==> config.mk <==
export PLATFORM = sky130hd
export DESIGN_NAME = fetch_stage_flat
export DESIGN_NICKNAME = d
export VERILOG_FILES = /design/src/rtl/fetch_stage_if.sv /design/src/rtl/fetch_stage.sv /design/src/flat_wrapper.sv
export SDC_FILE = /design/constraint.sdc
export NUM_CORES = 1
export LEC_CHECK = 0
export ABC_AREA = 1
export CAP_MARGIN = 25
export CORE_UTILIZATION = 45
export DETAILED_ROUTE_END_ITERATION = 8
export PLACE_DENSITY = 0.72
export SLEW_MARGIN = 20
export SYNTH_ARGS = -nofsm -noshare
export SYNTH_HDL_FRONTEND = slang
export SYNTH_SLANG_ARGS = --single-unit
==> constraint.sdc <==
create_clock -name clk -period 3.3 [get_ports clk]
set_clock_uncertainty 0.2 [all_clocks]
set_input_delay 0.66 -clock clk [delete_from_list [all_inputs] [get_ports clk]]
set_output_delay 0.66 -clock clk [all_outputs]
set_load 0.05 [all_outputs]
==> src/rtl/fetch_stage_if.sv <==
// Instruction-memory request/response bundle between the fetch stage and instruction memory.
// The fetch stage drives the request side; memory answers with ready and read data.
interface fetch_stage_if;
  logic        ImemReq;
  logic [31:0] ImemAddr;
  logic        ImemReady;
  logic [31:0] ImemRdata;

  modport master (output ImemReq, ImemAddr, input ImemReady, ImemRdata);
  modport slave  (input ImemReq, ImemAddr, output ImemReady, ImemRdata);
endinterface

==> src/rtl/fetch_stage.sv <==
// MIPS instruction-fetch stage: PC, imem req/ready handshake, one-entry skid buffer, IF/ID register.
// Optional bubble counter output BubbleCnt is enabled by defining FETCH_PERF_CNT_EN.
module fetch_stage #(
  parameter logic [31:0] RESET_PC = 32'h0000_0000
) (
  input  logic          clk,
  input  logic          rst_n,
  fetch_stage_if.master imem,
  input  logic [31:0]   NextPc,
  input  logic          Redirect,
  input  logic          Stall,
  output logic [31:0]   PcP4,
  output logic [31:0]   IfIdInstr,
  output logic [31:0]   IfIdPcP4,
  output logic          IfIdValid
`ifdef FETCH_PERF_CNT_EN
  ,
  output logic [31:0]   BubbleCnt
`endif
);

  typedef enum logic [1:0] {
    FETCH = 2'd0,
    HELD  = 2'd1,
    DRAIN = 2'd2
  } state_t;

  state_t      state_q, state_d;
  logic [31:0] pc_q, pc_d;
  logic [31:0] req_addr_q, req_addr_d;
  logic [31:0] skid_instr_q, skid_instr_d;
  logic [31:0] skid_pc_p4_q, skid_pc_p4_d;
  logic [31:0] ifid_instr_q, ifid_instr_d;
  logic [31:0] ifid_pc_p4_q, ifid_pc_p4_d;
  logic        ifid_valid_q, ifid_valid_d;
  logic        load_bubble;

  assign PcP4          = pc_q + 32'd4;
  assign imem.ImemAddr = req_addr_q;
  assign imem.ImemReq  = rst_n && (state_q != HELD);
  assign IfIdInstr     = ifid_instr_q;
  assign IfIdPcP4      = ifid_pc_p4_q;
  assign IfIdValid     = ifid_valid_q;

  always_comb begin
    state_d      = state_q;
    pc_d         = pc_q;
    req_addr_d   = req_addr_q;
    skid_instr_d = skid_instr_q;
    skid_pc_p4_d = skid_pc_p4_q;
    ifid_instr_d = ifid_instr_q;
    ifid_pc_p4_d = ifid_pc_p4_q;
    ifid_valid_d = ifid_valid_q;
    load_bubble  = 1'b0;

    case (state_q)
      FETCH: begin
        if (Redirect) begin
          ifid_valid_d = 1'b0;
          load_bubble  = 1'b1;
          pc_d         = NextPc;
          // An unanswered request cannot be withdrawn, so its answer must be drained first.
          if (imem.ImemReady) req_addr_d = NextPc;
          else                state_d    = DRAIN;
        end else if (imem.ImemReady && !Stall) begin
          ifid_instr_d = imem.ImemRdata;
          ifid_pc_p4_d = PcP4;
          ifid_valid_d = 1'b1;
          pc_d         = NextPc;
          req_addr_d   = NextPc;
        end else if (imem.ImemReady) begin
          skid_instr_d = imem.ImemRdata;
          skid_pc_p4_d = PcP4;
          state_d      = HELD;
        end else if (!Stall) begin
          ifid_valid_d = 1'b0;
          load_bubble  = 1'b1;
        end
      end

      HELD: begin
        if (Redirect) begin
          ifid_valid_d = 1'b0;
          load_bubble  = 1'b1;
          pc_d         = NextPc;
          req_addr_d   = NextPc;
          state_d      = FETCH;
        end else if (!Stall) begin
          ifid_instr_d = skid_instr_q;
          ifid_pc_p4_d = skid_pc_p4_q;
          ifid_valid_d = 1'b1;
          pc_d         = NextPc;
          req_addr_d   = NextPc;
          state_d      = FETCH;
        end
      end

      DRAIN: begin
        ifid_valid_d = 1'b0;
        load_bubble  = 1'b1;
        if (Redirect) pc_d = NextPc;
        // Restart from the newest target, including one arriving this very cycle.
        if (imem.ImemReady) begin
          req_addr_d = pc_d;
          state_d    = FETCH;
        end
      end

      default: state_d = FETCH;
    endcase
  end

  always_ff @(posedge clk or negedge rst_n) begin
    if (!rst_n) begin
      state_q      <= FETCH;
      pc_q         <= RESET_PC;
      req_addr_q   <= RESET_PC;
      skid_instr_q <= '0;
      skid_pc_p4_q <= '0;
      ifid_instr_q <= '0;
      ifid_pc_p4_q <= '0;
      ifid_valid_q <= 1'b0;
    end else begin
      state_q      <= state_d;
      pc_q         <= pc_d;
      req_addr_q   <= req_addr_d;
      skid_instr_q <= skid_instr_d;
      skid_pc_p4_q <= skid_pc_p4_d;
      ifid_instr_q <= ifid_instr_d;
      ifid_pc_p4_q <= ifid_pc_p4_d;
      ifid_valid_q <= ifid_valid_d;
    end
  end

`ifdef FETCH_PERF_CNT_EN
  logic [31:0] bubble_cnt_q, bubble_cnt_d;

  always_comb begin
    bubble_cnt_d = bubble_cnt_q;
    if (load_bubble && (bubble_cnt_q != 32'hFFFF_FFFF)) bubble_cnt_d = bubble_cnt_q + 32'd1;
  end

  always_ff @(posedge clk or negedge rst_n) begin
    if (!rst_n) bubble_cnt_q <= '0;
    else        bubble_cnt_q <= bubble_cnt_d;
  end

  assign BubbleCnt = bubble_cnt_q;
`else
  logic unused_load_bubble;
  assign unused_load_bubble = load_bubble;
`endif

endmodule

==> src/flat_wrapper.sv <==
// flat-port wrapper written by rule: the top's interface ports become plain ports
module fetch_stage_flat 
#(
  parameter logic [31:0] RESET_PC = 32'h0000_0000
)
  (clk, rst_n, NextPc, Redirect, Stall, PcP4, IfIdInstr, IfIdPcP4, IfIdValid, imem_ImemReq, imem_ImemAddr, imem_ImemReady, imem_ImemRdata);
  fetch_stage_if imem_i ();
  input  logic clk;
  input  logic rst_n;
  input  logic [31:0] NextPc;
  input  logic Redirect;
  input  logic Stall;
  output logic [31:0] PcP4;
  output logic [31:0] IfIdInstr;
  output logic [31:0] IfIdPcP4;
  output logic IfIdValid;
  output wire logic [$bits(imem_i.ImemReq)-1:0] imem_ImemReq;
  output wire logic [$bits(imem_i.ImemAddr)-1:0] imem_ImemAddr;
  input wire logic [$bits(imem_i.ImemReady)-1:0] imem_ImemReady;
  input wire logic [$bits(imem_i.ImemRdata)-1:0] imem_ImemRdata;
  assign imem_ImemReq = imem_i.ImemReq;
  assign imem_ImemAddr = imem_i.ImemAddr;
  assign imem_i.ImemReady = imem_ImemReady;
  assign imem_i.ImemRdata = imem_ImemRdata;
  fetch_stage #(.RESET_PC(RESET_PC)) u_core (.clk(clk), .rst_n(rst_n), .imem(imem_i), .NextPc(NextPc), .Redirect(Redirect), .Stall(Stall), .PcP4(PcP4), .IfIdInstr(IfIdInstr), .IfIdPcP4(IfIdPcP4), .IfIdValid(IfIdValid));
endmodule
==> impl_metrics.csv <==
group,metric,value,unit
logic_synthesis,synth.area.top_cells,"dfrtp_1, nand2_1, o21ai_1",
global_routing,grt_pass1_wl,39300,µm
power,p_leak,0.00566,µW
sta,fin_crit,3.19,ns
floorplanning,fp-row-count,51,
logic_synthesis,syn_area_per_cell,8.00,µm²
place,io_buffers,198,
power,clockPowerShare,14.5,%
global_routing,antenna_found_initial,0,
power,power_frac_seq,30.1,%
layout,layout_commonest_cell,"nand2_1",
routing,drtPass1Iterations,5,
floorplanning,start_util,46.6,%
global_routing,grt_overflow,0,
critical_path,crit_arrival,2.33,ns
layout,final_cell_mix,"nand2_1, dfrtp_1, clkdlybuf4s50_1",
status,status,"finished clean",
logic_synthesis,syn-num-nets,1223,
clock_network,postCtsSetupBuffers,0,
critical_path,required,2.44,ns
layout,syn_to_final_growth,29.1,%
clock_network,root_buffer,"clkbuf_16",
power,vdd_ir_drop_max,0.666,mV
power,p_int,7130,µW
critical_path,path_max_fanout,4,
floorplanning,core_area,0.0197,mm²
critical_path,crit_start,"u_core.pc_q[3]",
routing,vias,7914,
routing,drt_wl_total,24100,µm
sta,finalHoldViolCount,0,
global_routing,grt_usage,23.6,%
logic_synthesis,ys_types,27,
critical_path,timing.rr.start,"u_core.state_q[1]",
sta,max_freq,313,MHz
clock_network,worst_skew_pair.late_latency,0.43,ns
routing,ant_nets,0,
layout,multiInputGateArea,0.00360,mm²
sta,slew_headroom,44.4,%
floorplanning,fp.dieW,145,µm
place,routabilityCongestion,0.961,
routing,drt_iter0_markers,636,
critical_path,critPathCaptureType,"primary output",
logic_synthesis,syn-cell-area,0.00920,mm²
clock_network,htree_levels,4,
place,dp_worst_setup_slack,0.386,ns
floorplanning,io_pins,199,
sta,final-setup-viol-count,0,
power,switching_power,7290,µW
logic_synthesis,synth_area_leader_cell,"dfrtp_1",
routing,drc,0,
power,power_density,1220,mW/mm²
floorplanning,die_h,145,µm
clock_network,cts_sinks,195,
floorplanning,die_area,0.0210,mm²
clock_network,cts_max_path_buffers,2,
sta,setup-tns-final,0,ns
job,maxCapViolations,0,
layout,seq_area,0.00488,mm²
clock_network,clkTransAtPathRegs,0.07,ns
global_routing,grt_start_max_net_pins,139,
min_path,hp-class,"in2async",
logic_synthesis,ys_seq_area_share,53.1,%
logic_synthesis,synth_cells,1149,
sta,finalMaxSlewViolations,0,
logic_synthesis,ys_ff_latch,195,
layout,fin_util,60.2,%
layout,fillers,1742,
layout,nNetsFinal,1391,
layout,drive_gt1_share,7.07,%
global_routing,grt_pass1_vias,7346,
sta,rsz0062_at_grt,"no",
place,hpwl,17100,µm
clock_network,cts_buffers,17,
sta,fin_ws,0.106,ns
routing,wl_per_cell,15.1,µm
critical_path,critPathKind,"reg2out",
power,p_comb_share,55.5,%
layout,diodes,0,
power,swShare,50.5,%
clock_network,cts_tree,"yes",
logic_synthesis,netlist.area_leader.share,53.1,%
routing,vias_per_cell,4.96,
sta,fin_crit_sh,96.8,%
critical_path,worstSetupStartpointType,"flop",
logic_synthesis,yosys_warnings,0,
sta,worst_pin_slew,0.833,ns
==> final cells by class <==
| class | instances | share of cell area (%) |
|---|---|---|
| clock buffer | 19 | 3.73 |
| clock inverter | 13 | 1.28 |
| inverter | 99 | 3.13 |
| multi-input combinational | 794 | 30.4 |
| sequential | 195 | 41.1 |
| tap | 265 | 2.79 |
| timing repair buffer | 210 | 17.6 |
==> worst max-delay path: stages (launching register included) <==
cell and delay (ns):
dfrtp_1 0.43, ha_1 0.25, nand2_1 0.08, nor2_2 0.14, nand3_1 0.18, o21ai_0 0.40, nand2_1 0.19, buf_4 0.23
==> what timing repair did <==
item                       4_1_cts  5_1_grt
cloned                           0        0
gates resized for setup          5        2
setup endpoints to repair        5        2
hold buffers                     0        0
==> state kept, by name, indices dropped and copies added, names as in the netlist <==
signal	count
u_core.state_q	2
u_core.imem.ImemAddr	32
u_core.IfIdInstr	32
u_core.IfIdValid	1
u_core.pc_q	32
u_core.IfIdPcP4	32
u_core.skid_pc_p4_q	32
u_core.skid_instr_q	32
==> power groups by stage <==
stage          clock (µW)  combinational, µW  sequential [µW]
6_report             2090               8000             4330
5_1_grt              2230               8610             4480
4_1_cts              2140               8040             4320
3_5_place_dp            0               8030             4350
3_3_place_gp            0               7970             4320
2_1_floorplan           0               3640             6210
==> metrics by stage <==
step / area, µm² / hold slack, ns / cells / power [µW]
CTS: 11900 / 0.205 / 1595 / 14500
global placement: 11300 / 0.262 / 1563 / 12300
global route: 11900 / 0.212 / 1595 / 15300
detailed placement: 11300 / 0.262 / 1563 / 12400
finish: 11900 / 0.140 / 1595 / 14400
floorplan: 9200 / 0.164 / 1149 / 9840
==> layer usage <==
| metal | global-route usage, % | part of all wire, % | wire [µm] |
|---|---|---|---|
| met5 | 0 | 0 | 0 |
| met4 | 7.71 | 1.8 | 433 |
| met3 | 4.12 | 5.6 | 1360 |
| met2 | 33.1 | 42 | 10200 |
| met1 | 36.4 | 50 | 12100 |
==> synthesized netlist by cell type <==
master       n
nand4_1      1
o21ai_1     99
nand2_2      4
clkbuf_1    13
ha_1         5
a21oi_4      1
o21ai_0     95
nand2_1    335
o211ai_4     1
dfrtp_1    195
buf_6        9
and2_1       1
inv_2        5
nand3_1     29
mux2i_1      3
a21oi_1     80
xor2_1       7
nor2_1     110
inv_1       94
a31oi_1      6
nand2_4      1
buf_1        1
buf_2       36
nor2_2       9
nor2_4       5
o2111ai_1    2
buf_4        2
==> cell families (layout without fill, tap and decap cells) <==
group	Yosys count	in the layout	synth area share, %
simple gates	495	495	21.5
compound gates	284	284	15.9
flops	195	195	53.1
buf+inv	160	341	7.84
xor+xnor	7	7	0.667
fa+ha+maj	5	5	0.680
mux	3	3	0.327
==> final timing paths <==
path,end,slack [ns],cells past startpoint
max reg2reg,u_core.imem.ImemAddr[12],0.97,9
max in group asynchronous,u_core.pc_q[18],2.16,2
min,u_core.IfIdInstr[15],0.14,2
max,PcP4[20],0.11,7
min reg2reg,u_core.skid_pc_p4_q[28],0.28,2
min in group clk,u_core.skid_pc_p4_q[28],0.28,2
Note: power is estimated with default switching activity, not from simulation.
